## config.mk

```make
export PLATFORM = sky130hd
export DESIGN_NAME = fifo_burst_reader
export DESIGN_NICKNAME = d
export VERILOG_FILES = /design/src/rtl/fifo_burst_reader_pkg.sv /design/src/rtl/fifo_burst_reader_timeout_counter.sv /design/src/rtl/fifo_burst_reader.sv
export SDC_FILE = /design/constraint.sdc
export NUM_CORES = 1
export LEC_CHECK = 0
export ABC_AREA = 1
export CORE_ASPECT_RATIO = 1.75
export CORE_MARGIN = 5
export CORE_UTILIZATION = 35
export DETAILED_ROUTE_END_ITERATION = 10
export HOLD_SLACK_MARGIN = 0.1
export PLACE_DENSITY = 0.64
export SLEW_MARGIN = 20
export SYNTH_ARGS = -nofsm -noshare
export SYNTH_HDL_FRONTEND = slang
export SYNTH_SLANG_ARGS = --single-unit
```

## constraint.sdc

```tcl
create_clock -name clock -period 2.3 [get_ports clock]
set_clock_uncertainty 0.2 [all_clocks]
set_input_delay 0.575 -clock clock [delete_from_list [all_inputs] [get_ports clock]]
set_output_delay 0.575 -clock clock [all_outputs]
set_load 0.02 [all_outputs]
```

## src/rtl/fifo_burst_reader_pkg.sv

```systemverilog
// Shared definitions for the FIFO burst reader: FSM encoding and default parameters.
`ifndef FIFO_BURST_READER_PKG_SV
`define FIFO_BURST_READER_PKG_SV
package fifo_burst_reader_pkg;

  localparam int DEF_DATA_WIDTH     = 8;
  localparam int DEF_LENGTH_WIDTH   = 4;
  localparam int DEF_TIMEOUT_CYCLES = 16;
  localparam int DEF_PAD_VALUE      = 0;
  localparam int UNDERRUN_WIDTH     = 16;

  typedef enum logic [1:0] {
    IDLE  = 2'd0,
    READ  = 2'd1,
    PAD   = 2'd2,
    DRAIN = 2'd3
  } state_e;

  // Counter width able to hold the value n itself.
  function automatic int cnt_width(input int n);
    return (n < 2) ? 1 : $clog2(n + 1);
  endfunction

endpackage
`endif

```

## src/rtl/fifo_burst_reader_timeout_counter.sv

```systemverilog
// Consecutive-empty cycle counter; expired stays high once LIMIT is reached
// until cleared.
module timeout_counter
  import fifo_burst_reader_pkg::*;
#(
  parameter int LIMIT = DEF_TIMEOUT_CYCLES
) (
  input  logic clock,
  input  logic reset,
  input  logic enable,
  input  logic clear,
  output logic expired
);

  localparam int W = cnt_width(LIMIT);
  localparam logic [W-1:0] LIMIT_V = W'(LIMIT);

  logic [W-1:0] count_q;
  logic [W-1:0] count_d;

  // Next count: clear wins, otherwise count enabled cycles and saturate at LIMIT.
  always_comb begin
    count_d = count_q;
    if (clear) begin
      count_d = '0;
    end else if (enable && (count_q != LIMIT_V)) begin
      count_d = count_q + 1'b1;
    end
  end

  // Count register.
  always_ff @(posedge clock or posedge reset) begin
    if (reset) begin
      count_q <= '0;
    end else begin
      count_q <= count_d;
    end
  end

  assign expired = (count_q == LIMIT_V);

endmodule

```

## src/rtl/fifo_burst_reader.sv

```systemverilog
// Reads fixed-length bursts from a show-ahead FIFO into a single output
// register; a burst starved for TIMEOUT_CYCLES is closed with a pad word.
// Handshake: a word transfers on a clock edge where out_valid && out_ready;
// out_valid never drops and the word never changes until that transfer.
module fifo_burst_reader
  import fifo_burst_reader_pkg::*;
#(
  parameter int DATA_WIDTH     = DEF_DATA_WIDTH,
  parameter int LENGTH_WIDTH   = DEF_LENGTH_WIDTH,
  parameter int TIMEOUT_CYCLES = DEF_TIMEOUT_CYCLES,
  parameter logic [DATA_WIDTH-1:0] PAD_VALUE = DATA_WIDTH'(DEF_PAD_VALUE)
) (
  input  logic                    clock,
  input  logic                    reset,
  input  logic [DATA_WIDTH-1:0]   fifo_data,
  input  logic                    fifo_empty,
  output logic                    fifo_read_enable,
  input  logic [LENGTH_WIDTH-1:0] burst_length,
  output logic [DATA_WIDTH-1:0]   out_data,
  output logic                    out_valid,
  input  logic                    out_ready,
  output logic                    out_first,
  output logic                    out_last,
  output logic                    out_pad,
  output logic                    busy,
  output logic [15:0]             underrun_count
);

  state_e                  state_q;
  logic [LENGTH_WIDTH-1:0] len_q;
  logic [LENGTH_WIDTH-1:0] word_count_q;
  logic [DATA_WIDTH-1:0]   out_data_q;
  logic                    out_valid_q;
  logic                    out_first_q;
  logic                    out_last_q;
  logic                    out_pad_q;
  logic [UNDERRUN_WIDTH-1:0] underrun_q;

  logic pop;
  logic accept;
  logic out_free;
  logic last_pop;
  logic timed_out;

  assign accept   = out_valid_q && out_ready;
  assign out_free = !out_valid_q || out_ready;
  assign pop      = (state_q == READ) && !fifo_empty && out_free;
  assign last_pop = (word_count_q == (len_q - 1'b1));

  // Counts consecutive empty cycles while reading; any pop or leaving READ restarts it.
  timeout_counter #(
    .LIMIT (TIMEOUT_CYCLES)
  ) u_timeout (
    .clock   (clock),
    .reset   (reset),
    .enable  ((state_q == READ) && fifo_empty),
    .clear   (pop || (state_q != READ)),
    .expired (timed_out)
  );

  // Burst FSM together with the output register and underrun counter.
  always_ff @(posedge clock or posedge reset) begin
    if (reset) begin
      state_q      <= IDLE;
      len_q        <= '0;
      word_count_q <= '0;
      out_data_q   <= '0;
      out_valid_q  <= 1'b0;
      out_first_q  <= 1'b0;
      out_last_q   <= 1'b0;
      out_pad_q    <= 1'b0;
      underrun_q   <= '0;
    end else begin
      // Accepted word leaves; a load in the same cycle below overrides this.
      if (accept) begin
        out_valid_q <= 1'b0;
      end
      case (state_q)
        IDLE: begin
          if (!fifo_empty) begin
            len_q        <= (burst_length == '0) ? LENGTH_WIDTH'(1) : burst_length;
            word_count_q <= '0;
            state_q      <= READ;
          end
        end
        READ: begin
          if (pop) begin
            out_data_q   <= fifo_data;
            out_valid_q  <= 1'b1;
            out_first_q  <= (word_count_q == '0);
            out_last_q   <= last_pop;
            out_pad_q    <= 1'b0;
            word_count_q <= word_count_q + 1'b1;
            if (last_pop) begin
              state_q <= DRAIN;
            end
          end else if (timed_out) begin
            // A starved burst that never produced a word is simply abandoned.
            state_q <= (word_count_q != '0) ? PAD : IDLE;
          end
        end
        PAD: begin
          if (out_free) begin
            out_data_q  <= PAD_VALUE;
            out_valid_q <= 1'b1;
            out_first_q <= 1'b0;
            out_last_q  <= 1'b1;
            out_pad_q   <= 1'b1;
            if (underrun_q != {UNDERRUN_WIDTH{1'b1}}) begin
              underrun_q <= underrun_q + 1'b1;
            end
            state_q <= DRAIN;
          end
        end
        DRAIN: begin
          if (out_free) begin
            state_q <= IDLE;
          end
        end
        default: state_q <= IDLE;
      endcase
    end
  end

  assign fifo_read_enable = pop;
  assign out_data         = out_data_q;
  assign out_valid        = out_valid_q;
  assign out_first        = out_first_q;
  assign out_last         = out_last_q;
  assign out_pad          = out_pad_q;
  assign busy             = (state_q != IDLE);
  assign underrun_count   = underrun_q;

endmodule

```

==> flow_summary.ini, run 1 <==
[synthesis]
synth-seq-cells = 43
synth_top_cell_area_share_pct = 45.4
yosysSeqAreaShare_pct = 45.4
syn_inst = 291
syn_area_mm2 = 0.00237
yosys-top-cells-area = dfrtp_1 (45%), nand2_1 (12%), ha_1 (5.8%)
netlist-cell-type-count = 28
yosys.area.top_type = dfrtp_1
syn-num-nets = 318
synthesis.area_per_instance_um2 = 8.15
yosys_warnings = 0

[sta]
achievable-frequency_mhz = 448
setup_viol = 0
finalCritPeriodShare_pct = 97.1
slew_headroom_pct = 74.8
tns_ns = 0
worst_pin_slew_ns = 0.377
hold_viol_final = 0
rsz0062_at_grt = false
slew_viol_final = 0
min_period_ns = 2.23

[clock_tree]
cts_made_buffers = 5
clock_sinks = 43
clk_pin_slew_ns = 0.06
clkLatencyLatePin_ns = 0.28
postCtsHoldBufs = 0
htree_levels = 2
cts.path.max_buffers = 2
cts_tree = yes
cts_root_buf = clkbuf_16
post_cts_buffers = 0

[final_layout]
utilization_pct = 48.5
fill_cells = 665
layout.area.seq_mm2 = 0.00108
synthToLayoutAreaGrowth_pct = 34.9
fin_nets = 383
diodes = 0
layout-drive-gt1-share_pct = 10.6
multi_input_area_mm2 = 0.00113

[worst_setup_path]
crit_fanout = 2
criticalPathCategory = input port to output port
crit_path_end_kind = output port
cp.required_ns = 1.52
slowest_delay_ns = 0.48
crit_family = buffers and inverters
crit_start = out_ready
crit_slowest_cell = clkdlybuf4s50_1
startpoint_type = input port
cp_cell_sequence = clkdlybuf4s50_1, inv_1, nand2_1, nand2_2, inv_2, buf_2
r2r_start = state_q[0]
worstPathArrival_ns = 1.46
crit_buf_inv = 4

[global_routing]
grt_first_pass_wirelength_um = 9380
grt_max_degree = 44
grt_pass1_vias = 2065
antenna_found_initial = 0
grt_usage_pct = 13.8
grt-ovfl-total = 0

[pwr]
p_total_mw = 3.79
p_int_mw = 2.31
power.switching_mw = 1.47
p_leak_nw = 1.52
clkPwrFrac_pct = 21.4
power_density_mw_per_mm2 = 1180
power.share.combinational_pct = 46.6
seqPwrFrac_pct = 32.0
irDropWorstVdd_uv = 701
p_sw_share_pct = 38.9

[place]
place_congestion = 0.821
dp_hpwl_um = 4350
portBuffers = 45

[route]
first_pass_iters = 4
wl_um = 5740
drc = 0
vias = 2108
routed_via_density = 4.80
initialDrtViolationCount = 124
wl_per_cell_um = 13.1
ant_nets = 0

[floorplanning]
coreArea_mm2 = 0.00659
start_util_pct = 36.0
io_pins = 46
die_area_mm2 = 0.00858
rows = 39
die_h_um = 119
fp.dieW_um = 72.2

[hold_path]
hp-class = flop to flop
worstHoldStart = out_data[7]

[status]
status = complete, no violations

[job]
cap_violations = 0
metal layers:
metal  vias up  wire length (um)  GRT usage, %
li1       1059                 -             -
met3        12               231          2.19
met4         0               190          5.88
met2        50              3180          26.1
met1       987              2140          14.3
met5         -                 0             0
cell usage in the layout, fill, tap and decap left out, types with 2 or more instances in the layout:
| cell | instances |
|---|---|
| xnor2_1 | 4 |
| dfrtp_1 | 43 |
| inv_1 | 35 |
| buf_4 | 15 |
| clkdlybuf4s50_1 | 43 |
| a22o_1 | 10 |
| clkbuf_16 | 5 |
| o21a_1 | 2 |
| xor2_1 | 10 |
| nand2_2 | 2 |
| nand4_1 | 3 |
| nor3_1 | 4 |
| a21oi_1 | 7 |
| a31oi_1 | 2 |
| nor2_1 | 35 |
| o21ai_2 | 3 |
| nand3_1 | 14 |
| ha_1 | 11 |
| inv_2 | 3 |
| nand2_1 | 74 |
| o21ai_0 | 18 |
worst paths after layout:
| path | depth (start not counted) | to | slack (ns) |
|---|---|---|---|
| worst max-delay path | 6 | fifo_read_enable | 0.07 |
| worst min-delay path | 1 | out_data[7] | 0.30 |
| worst max register to register | 8 | underrun_count[12] | 0.37 |
| worst min register to register | 1 | out_data[7] | 0.30 |
| max in group asynchronous | 3 | word_count_q[2] | 1.22 |
| min in group asynchronous | 3 | underrun_count[5] | 0.47 |
layout make-up:
type                            count  area share, %
Tap cell                           82           3.21
Inverter                           38           4.46
Multi-Input combinational cell    207           35.4
Sequential cell                    43           33.6
Clock buffer                        5           3.91
Clock inverter                      3           1.37
Timing Repair Buffer               61           18.0
flip-flops by register name (all words and copies together) (netlist names), named ones only:
signal and flops:
underrun_count 16, out_data 8, u_timeout.count_q 5, len_q 4
word_count_q 4, out_first 1, out_last 1, out_pad 1
out_valid 1, state_q 1
worst register-to-register path, delay by kind of cell (launching register included):
family | cells | cell delay (ns)
AO/OA/AOI/OAI | 1 | 0.21
flip-flops | 1 | 0.39
buffers and inverters | 3 | 0.36
adder cells (fa/ha/maj) | 1 | 0.23
AND/OR/NAND/NOR | 3 | 0.41
timing repair:
action,4_1_cts,5_1_grt
setup endpoints to repair,2,1
resized for setup,5,1
cloned,0,0
endpoints found under the hold margin,0,0
Yosys cell counts:
| cell | count |
|---|---|
| nand2_1 | 74 |
| dfrtp_1 | 43 |
| nor2_1 | 36 |
| inv_1 | 35 |
| o21ai_0 | 18 |
| nand3_1 | 14 |
| ha_1 | 11 |
| a22o_1 | 10 |
| xor2_1 | 10 |
| a21oi_1 | 7 |
| nor3_1 | 4 |
| xnor2_1 | 4 |
| inv_2 | 3 |
| nand4_1 | 3 |
| o21ai_2 | 3 |
| a31oi_1 | 2 |
| nand2_2 | 2 |
| o21a_1 | 2 |
| a21oi_2 | 1 |
| buf_2 | 1 |
| buf_4 | 1 |
| buf_6 | 1 |
| nand3b_1 | 1 |
| nor2_4 | 1 |
| nor3_2 | 1 |
| nor3_4 | 1 |
| nor3b_1 | 1 |
| nor4_1 | 1 |
power by group through the flow:
| stage | registers (mW) | clock network (mW) | logic, mW |
|---|---|---|---|
| 2_1_floorplan | 1.39 | 0 | 0.865 |
| 6_report | 1.21 | 0.812 | 1.76 |
| 4_1_cts | 1.22 | 0.831 | 1.79 |
| 3_3_place_gp | 1.22 | 0 | 1.76 |
| 3_5_place_dp | 1.23 | 0 | 1.79 |
| 5_1_grt | 1.25 | 0.862 | 1.96 |
metrics by stage:
step | hold slack, ns | setup slack, ns | cell area [um2] | cells
finish | 0.301 | 0.0661 | 3200 | 439
CTS | 0.308 | 0.0558 | 3200 | 439
global route | 0.333 | 0.00571 | 3200 | 439
detailed placement | 0.287 | -0.382 | 3030 | 431
floorplan | 0.285 | 0.400 | 2370 | 291
global placement | 0.281 | -0.356 | 3030 | 431
cell families (layout without fill, tap and decap cells):
kind of cell,count (synthesis),in the layout,share of synthesized area (%)
and+or+nand+nor,139,139,25.0
AOI/OAI and AO/OA,43,43,11.6
DFF,43,43,45.4
buffers and inverters,41,107,7.02
xor gates and xnor gates,14,14,5.17
adders and majority gates,11,11,5.80
No activity file was read; power rests on OpenSTA's default activity.
==> run 2: changes to the inputs <==
--- a/config.mk
+++ b/config.mk
@@ -7,11 +7,11 @@
 export LEC_CHECK = 0
 export ABC_AREA = 1
 export CORE_ASPECT_RATIO = 1.75
-export CORE_MARGIN = 5
+export CORE_MARGIN = 3
 export CORE_UTILIZATION = 35
 export DETAILED_ROUTE_END_ITERATION = 10
 export HOLD_SLACK_MARGIN = 0.1
-export PLACE_DENSITY = 0.64
+export PLACE_DENSITY_LB_ADDON = 0.15
 export SLEW_MARGIN = 20
 export SYNTH_ARGS = -nofsm -noshare
 export SYNTH_HDL_FRONTEND = slang
==> run 2 against run 1 <==
Worst hold slack worse by 0.0052 ns; total power down 2.5%; critical path depth unchanged; final area rose by 0.12%; first-iteration DRC count decreased by 25%; critical endpoint unchanged; flip-flop and latch count unchanged; largest cell class unchanged; setup slack improved by 0.0041 ns; global-route usage increased by 2.2 points; fmax is 0.18% higher.
==> flow_summary.ini, run 2 (synthesis gave the netlist of run 1 again) <==
[worst_setup_path]
startpoint_type = input port
crit_slowest_cell = clkdlybuf4s50_1
slowest_delay_ns = 0.49
criticalPathCategory = input port to output port
crit_path_end_kind = output port
crit_fanout = 2
cp_cell_sequence = clkdlybuf4s50_1, inv_1, nand2_1, nand2_2, inv_2, buf_2
cp.required_ns = 1.52
worstPathArrival_ns = 1.45

[floorplanning]
rows = 39
start_util_pct = 36.3
fp.dieW_um = 68.2
io_pins = 46
die_h_um = 115
die_area_mm2 = 0.00784
coreArea_mm2 = 0.00654

[pwr]
p_total_mw = 3.69
power_density_mw_per_mm2 = 1150
p_leak_nw = 1.52
irDropWorstVdd_uv = 703

[sta]
worst_pin_slew_ns = 0.415
slew_viol_final = 0
timing.final.ws_setup_ns = 0.0702
finalCritPeriodShare_pct = 96.9
hold_viol_final = 0
slew_headroom_pct = 72.1
setup_viol = 0
rsz0062_at_grt = false
achievable-frequency_mhz = 448
min_period_ns = 2.23

[final_layout]
largest_reg_flops = 16
layout-drive-gt1-share_pct = 10.8
synthToLayoutAreaGrowth_pct = 35.0
fill_cells = 666
layout.area.seq_mm2 = 0.00108
diodes = 0
fin_cells = 442
multi_input_area_mm2 = 0.00113
final_cell_mix = nand2_1 (74), dfrtp_1 (43), clkdlybuf4s50_1 (43)
final_common_cell = nand2_1
fin_nets = 386

[global_routing]
grt_pass1_vias = 2102
grt_first_pass_wirelength_um = 9440
antenna_found_initial = 0
grt_usage_pct = 16.0
grt_max_degree = 44
grt-ovfl-total = 0

[route]
wl_um = 5600
routed_via_density = 4.75
first_pass_iters = 4
ant_nets = 0
wl_per_cell_um = 12.7
initialDrtViolationCount = 93
drc = 0
vias = 2099

[clock_tree]
post_cts_buffers = 0
cts_made_buffers = 5
clk_pin_slew_ns = 0.06
clock_sinks = 43
cts.path.max_buffers = 2
cts_resized = 5
postCtsHoldBufs = 0
clkLatencyLatePin_ns = 0.28
cts_tree = yes
cts_root_buf = clkbuf_16
htree_levels = 2

[status]
status = complete, no violations

[place]
place_inst = 434
place_congestion = 0.823
portBuffers = 45
pre_cts_ws_ns = -0.377
dp_hpwl_um = 4340

[job]
cap_violations = 0

[hold_path]
hp-class = flop to flop
-- run 2: changes by cell type in the layout (fill, tap and decap cells not counted) --
cell and delta:
buf_4 +2, clkbuf_1 +2, buf_12 +1, bufinv_16 -1, clkinv_4 -1
-- run 2: cell type report --
type	instances	share of cell area, %
Multi-Input combinational cell	207	35.3
Sequential cell	43	33.6
Timing Repair Buffer	64	19.1
Inverter	38	4.45
Clock buffer	7	4.14
Tap cell	82	3.20
Clock inverter	1	0.156
-- run 2: worst max-delay path, delay by kind of cell --
| family | cells | cell delay [ns] |
|---|---|---|
| buffers and inverters | 4 | 0.73 |
| and+or+nand+nor | 2 | 0.15 |
-- run 2: power by group --
| group | leakage (nW) | internal [mW] | switching (mW) |
|---|---|---|---|
| clock network | 0.0679 | 0.402 | 0.289 |
| registers | 0.564 | 1.00 | 0.201 |
| logic | 0.891 | 0.829 | 0.968 |
-- run 2: layer usage --
layer  part of all wire (%)  global-route usage [%]  up-vias
met5                      0                       0        -
met4                    2.4                    7.04        0
met3                    2.6                    2.93       10
met2                     57                    29.1       35
met1                     38                    17.3      985
li1                       -                       -     1069
-- run 2: stage by stage --
| stage | utilization, % | hold WS (ns) | area [um2] | setup TNS [ns] |
|---|---|---|---|---|
| final | 49.0 | 0.296 | 3200 | 0 |
| after global routing | 49.0 | 0.312 | 3200 | 0 |
| after CTS | 48.9 | 0.303 | 3200 | 0 |
| after detailed placement | 46.9 | 0.287 | 3070 | -0.377 |
| after global placement | 46.9 | 0.281 | 3070 | -0.356 |
| after floorplan | - | 0.285 | 2370 | 0 |
-- run 2: final timing paths --
path                                  start  slack [ns]                end  depth (start not counted)
worst max-delay path              out_ready        0.07   fifo_read_enable                          6
worst min-delay path            out_data[0]        0.30        out_data[0]                          1
worst max register to register   state_q[0]        0.40  underrun_count[2]                          8
worst min register to register  out_data[0]        0.30        out_data[0]                          1
max in group asynchronous             reset        1.23         state_q[0]                          3
min in group asynchronous             reset        0.46  underrun_count[4]                          3
